<file path="config.mk">
export PLATFORM = sky130hd
export DESIGN_NAME = fir_spi_tx
export DESIGN_NICKNAME = d
export VERILOG_FILES = /design/src/rtl/fir_spi_tx.sv
export SDC_FILE = /design/constraint.sdc
export NUM_CORES = 1
export LEC_CHECK = 0
export ABC_AREA = 1
export ABC_CLOCK_PERIOD_IN_PS = 1800
export CAP_MARGIN = 25
export CORE_MARGIN = 5
export CORE_UTILIZATION = 55
export DETAILED_ROUTE_END_ITERATION = 7
export DONT_BUFFER_PORTS = 1
export GPL_TIMING_DRIVEN = 0
export PLACE_DENSITY = 0.77
export SYNTH_ARGS = -nofsm -noshare
export SYNTH_HDL_FRONTEND = slang
export SYNTH_SLANG_ARGS = --single-unit
</file>
<file path="constraint.sdc">
create_clock -name clk -period 1.8 [get_ports clk]
set_input_delay 0.36 -clock clk [delete_from_list [all_inputs] [get_ports clk]]
set_output_delay 0.36 -clock clk [all_outputs]
set_load 0.01 [all_outputs]
</file>
<file path="src/rtl/fir_spi_tx.sv">
// SPI mode-0 transmitter serialising one signed sample per frame, MSB first.
// Define FIR_SPI_TX_PARITY_EN to append an even-parity bit after the LSB.
module fir_spi_tx #(
   parameter int unsigned NUM_BITS = 16,
   parameter int unsigned CLK_DIV  = 4
) (
   input  logic                       clk,
   input  logic                       reset,
   input  logic                       tx_valid,
   input  logic signed [NUM_BITS-1:0] tx_data,
   output logic                       tx_ready,
   output logic                       sclk,
   output logic                       mosi,
   output logic                       cs_n,
   output logic                       busy,
   output logic                       done
);

`ifdef FIR_SPI_TX_PARITY_EN
   localparam int unsigned FRAME_BITS = NUM_BITS + 1;
`else
   localparam int unsigned FRAME_BITS = NUM_BITS;
`endif
   localparam int unsigned BW = $clog2(FRAME_BITS + 1);
   localparam logic [7:0]    HALF_LAST = 8'(CLK_DIV - 1);
   localparam logic [BW-1:0] BIT_LAST  = BW'(FRAME_BITS - 1);

   typedef enum logic [2:0] {IDLE, SHIFT_LO, SHIFT_HI, HOLD, DONE} state_t;

   state_t                state, state_nxt;
   logic [7:0]            half_cnt;
   logic [BW-1:0]         bit_cnt;
   logic [FRAME_BITS-1:0] shreg;
   logic [FRAME_BITS-1:0] load_val;
   logic                  armed;
   logic                  half_end;
   logic                  last_bit;
   logic                  accept;

   assign half_end = (half_cnt == HALF_LAST);
   assign last_bit = (bit_cnt == BIT_LAST);
   assign accept   = tx_ready && tx_valid;

   always_comb begin
`ifdef FIR_SPI_TX_PARITY_EN
      load_val = {tx_data, ^tx_data};
`else
      load_val = tx_data;
`endif
   end

   always_ff @(posedge clk or posedge reset) begin
      if (reset) state <= IDLE;
      else       state <= state_nxt;
   end

   always_comb begin
      state_nxt = state;
      tx_ready  = 1'b0;
      sclk      = 1'b0;
      mosi      = 1'b0;
      cs_n      = 1'b1;
      busy      = 1'b0;
      done      = 1'b0;
      case (state)
         IDLE: begin
            // held low until the first edge after reset release
            tx_ready = armed;
            if (tx_valid && armed) state_nxt = SHIFT_LO;
         end
         SHIFT_LO: begin
            cs_n = 1'b0;
            busy = 1'b1;
            mosi = shreg[FRAME_BITS-1];
            if (half_end) state_nxt = SHIFT_HI;
         end
         SHIFT_HI: begin
            cs_n = 1'b0;
            busy = 1'b1;
            sclk = 1'b1;
            mosi = shreg[FRAME_BITS-1];
            if (half_end) state_nxt = last_bit ? HOLD : SHIFT_LO;
         end
         HOLD: begin
            cs_n = 1'b0;
            busy = 1'b1;
            if (half_end) state_nxt = DONE;
         end
         DONE: begin
            busy      = 1'b1;
            done      = 1'b1;
            state_nxt = IDLE;
         end
         default: state_nxt = IDLE;
      endcase
   end

   always_ff @(posedge clk or posedge reset) begin
      if (reset) begin
         armed    <= 1'b0;
         half_cnt <= '0;
         bit_cnt  <= '0;
         shreg    <= '0;
      end else begin
         armed <= 1'b1;
         if (state_nxt != state || state == IDLE || state == DONE) half_cnt <= '0;
         else                                                       half_cnt <= half_cnt + 8'd1;
         if (accept) begin
            shreg   <= load_val;
            bit_cnt <= '0;
         end else if (state == SHIFT_HI && half_end) begin
            shreg   <= {shreg[FRAME_BITS-2:0], 1'b0};
            bit_cnt <= bit_cnt + BW'(1);
         end
      end
   end

endmodule

</file>
==> metrics <==
Final Power 1360 uW; Total GRT Usage 18.5%; Post-Syn Nets about 270; final hold viol count 0; CP Capture Type primary output; Leakage Power 0.00110 uW; ant diodes 0; combinational share of power under 10%; RSZ-0062 raised after global routing false; largest family of logic cells by synthesized area simple AND/OR/NAND/NOR gates; cells along the critical path inv_1, nand2_1, nor2_1; Clock Path Buffers 2; Sink Count 33; Crit Reg-Reg Startpoint half_cnt[0]; Routed Antenna Nets 0; via count 1,529; non-filler cells, final approximately 300; Post-Syn Area per Cell around 7.5 um^2; Yosys reg bits 33; Placed Instances about 290; setup violators final 0; DRT iter0 DRCs about 110; Routability Congestion between 0.8 and 0.9; GRT overflow 0; die area approximately 4600 um^2; Clock transition at path regs 0.11 ns; Simple-Gate Fraction of Synth Area between 30% and 40%; DR vias/cell around 5.1; Pins Over Slew Limit 0; sequential area share after synthesis between 40% and 50%; CTS tree built; vias in the first global route between 1,000 and 1,500; clock share of power a little over two fifths; DIE HEIGHT a little under 70 um; max_slew headroom between 40% and 50%; Startpoint Class register; fillcell total 313; Crit Path Class register to primary output; fin crit share around 94%; DRC violations left 0; FF-to-FF setup slack 0.19 ns; initial core utilization between 50 and 60%; DP HPWL 2540 um; highest metal used met4; total CTS buffers 5; H-tree depth 2; Layout area overhead 10.7%; FF-to-FF End half_cnt[2]; final hold slack ~0.046 ns; core area roughly 3300 um^2; Clock Skew roughly 0.019 ns; clk_lat worst skew ~0.33 ns; # port buffers 0; Buf/Inv on CP 1; Net Switching about 270 uW; compound-gate portion of the synthesized area 1.91%; register share of total power between 50% and 60%; synth unique cells 21; critical path's top delay family flip-flops; Synth Instances around 250; num ports 25; drt wl/cell approximately 12 um; clk root buf clkbuf_4; initial antenna violation count 0; Worst VDD drop between 400 and 500 uV; post-synthesis mux area share 0%; worst reg-to-reg path cell count 6; status finished clean; layout cells sized above 1 between 9 and 10%; Slew @ Worst Pin 0.786 ns; Worst EP required 1.44 ns; first-pass GRT wire length roughly 6300 um; Power Internal 1080 uW; Adder-Cell Fraction of Synth Area slightly above 2%; DIE WIDTH between 60 and 70 um; Tmin final ~1.7 ns; Worst EP arrival approximately 1.3 ns; f_max 593 MHz; final WL ~3500 um; XOR/XNOR share of the synthesized area 1.44%; synthesized area between 1500 and 2000 um^2; TNS Setup 0 ns; DR pass1 iterations 4; critical path's largest stage delay roughly 0.46 ns; worst min-delay path category input port to asynchronous set/reset pin; max_cap viols 0; synth warn 0; num rows 21; met3 wire len 177 um; Final Net Count 277; switching share of power about a fifth; PwrDens 669 nW/um^2; Crit-path slowest cell dfrtp_1; largest net degree at the start of global routing 19; Metal-1 WL about 1700 um; WL met2 1590 um; Max Fanout on Critical Path 4
## routing by layer
| layer | track usage, % | vias up |
|---|---|---|
| met5 | 0 | - |
| met4 | 9.11 | 0 |
| met3 | 4.33 | 6 |
| met2 | 30.4 | 35 |
| met1 | 22.7 | 702 |
| li1 | - | 786 |
## state kept, by name (all words and copies together) (netlist names)
name,count
shreg,16
half_cnt,8
bit_cnt,5
state,3
armed,1
## power by group through the flow
stage | logic (uW) | clock network (uW) | registers (uW)
floorplan | 14.0 | 0 | 757
global placement | 18.5 | 0 | 757
detailed placement | 26.4 | 0 | 757
CTS | 26.4 | 594 | 742
global route | 29.1 | 643 | 743
finish | 25.2 | 588 | 742
## cells in the mapped netlist, drive strengths merged
cell / n / share of area, %
buf: 7 / 3.4
conb: 1 / 0.20
dfrtp: 33 / 45
ha: 3 / 2.1
inv: 37 / 7.6
nand2: 82 / 17
nand3: 41 / 13
nand4: 9 / 3.1
nor2: 23 / 5.5
nor3: 1 / 0.27
o211ai: 3 / 1.2
o21ai: 1 / 0.27
o21bai: 1 / 0.41
xnor2: 1 / 0.48
xor2: 2 / 0.96
## through the flow
step	util [%]	setup WS [ns]	cell area (um^2)
detailed placement	58.3	0.160	1920
global placement	57.5	0.238	1890
floorplan	-	0.351	1830
finish	61.7	0.113	2030
global route	61.7	0.0290	2030
CTS	61.4	0.0210	2020
## how the worst max path moves through the flow
stage / start / end / depth (start not counted)
final: state[2] / mosi / 3
after CTS: state[1] / busy / 5
after global placement: half_cnt[0] / half_cnt[1] / 6
after detailed placement: half_cnt[0] / half_cnt[4] / 6
after global routing: half_cnt[0] / half_cnt[2] / 6
after floorplan: state[1] / busy / 5
## placed cells by master, fill, tap and decap left out, types with 2 or more instances in the layout
master / count
nor2_4: 2
nor2_1: 18
clkbuf_4: 5
buf_4: 4
nand3_4: 2
nand2_1: 82
nand4_1: 9
xor2_1: 2
buf_6: 4
nand3_1: 39
ha_1: 3
o211ai_1: 3
nor2_2: 3
inv_1: 36
dfrtp_1: 33
## final cells by class
type                    instances  area, um^2  share of cell area [%]
clock buffers                   7        55.1                    2.72
multi-input cells             168         811                    40.0
plain buffers                   7        65.1                    3.21
well taps                      46        57.6                    2.84
repair buffers                  3        42.5                    2.10
clock inverters                 1        30.0                    1.48
flip-flops and latches         33         826                    40.8
inverters                      37         139                    6.86
## repair_timing
item,CTS,global route
setup endpoints to repair,2,1
pin swaps,1,1
hold buffers,0,0
buffers inserted,1,1
resized for setup,3,0
## logic make-up (layout without fill, tap and decap cells)
kind of cell	count (synthesis)	count (layout)
AND/OR/NAND/NOR	156	156
buffers and inverters	44	55
flip-flops	33	33
AO/OA/AOI/OAI	5	5
adder cells (fa/ha/maj)	3	3
XOR/XNOR	3	3
other	1	1
Note: power is estimated with default switching activity, not from simulation.
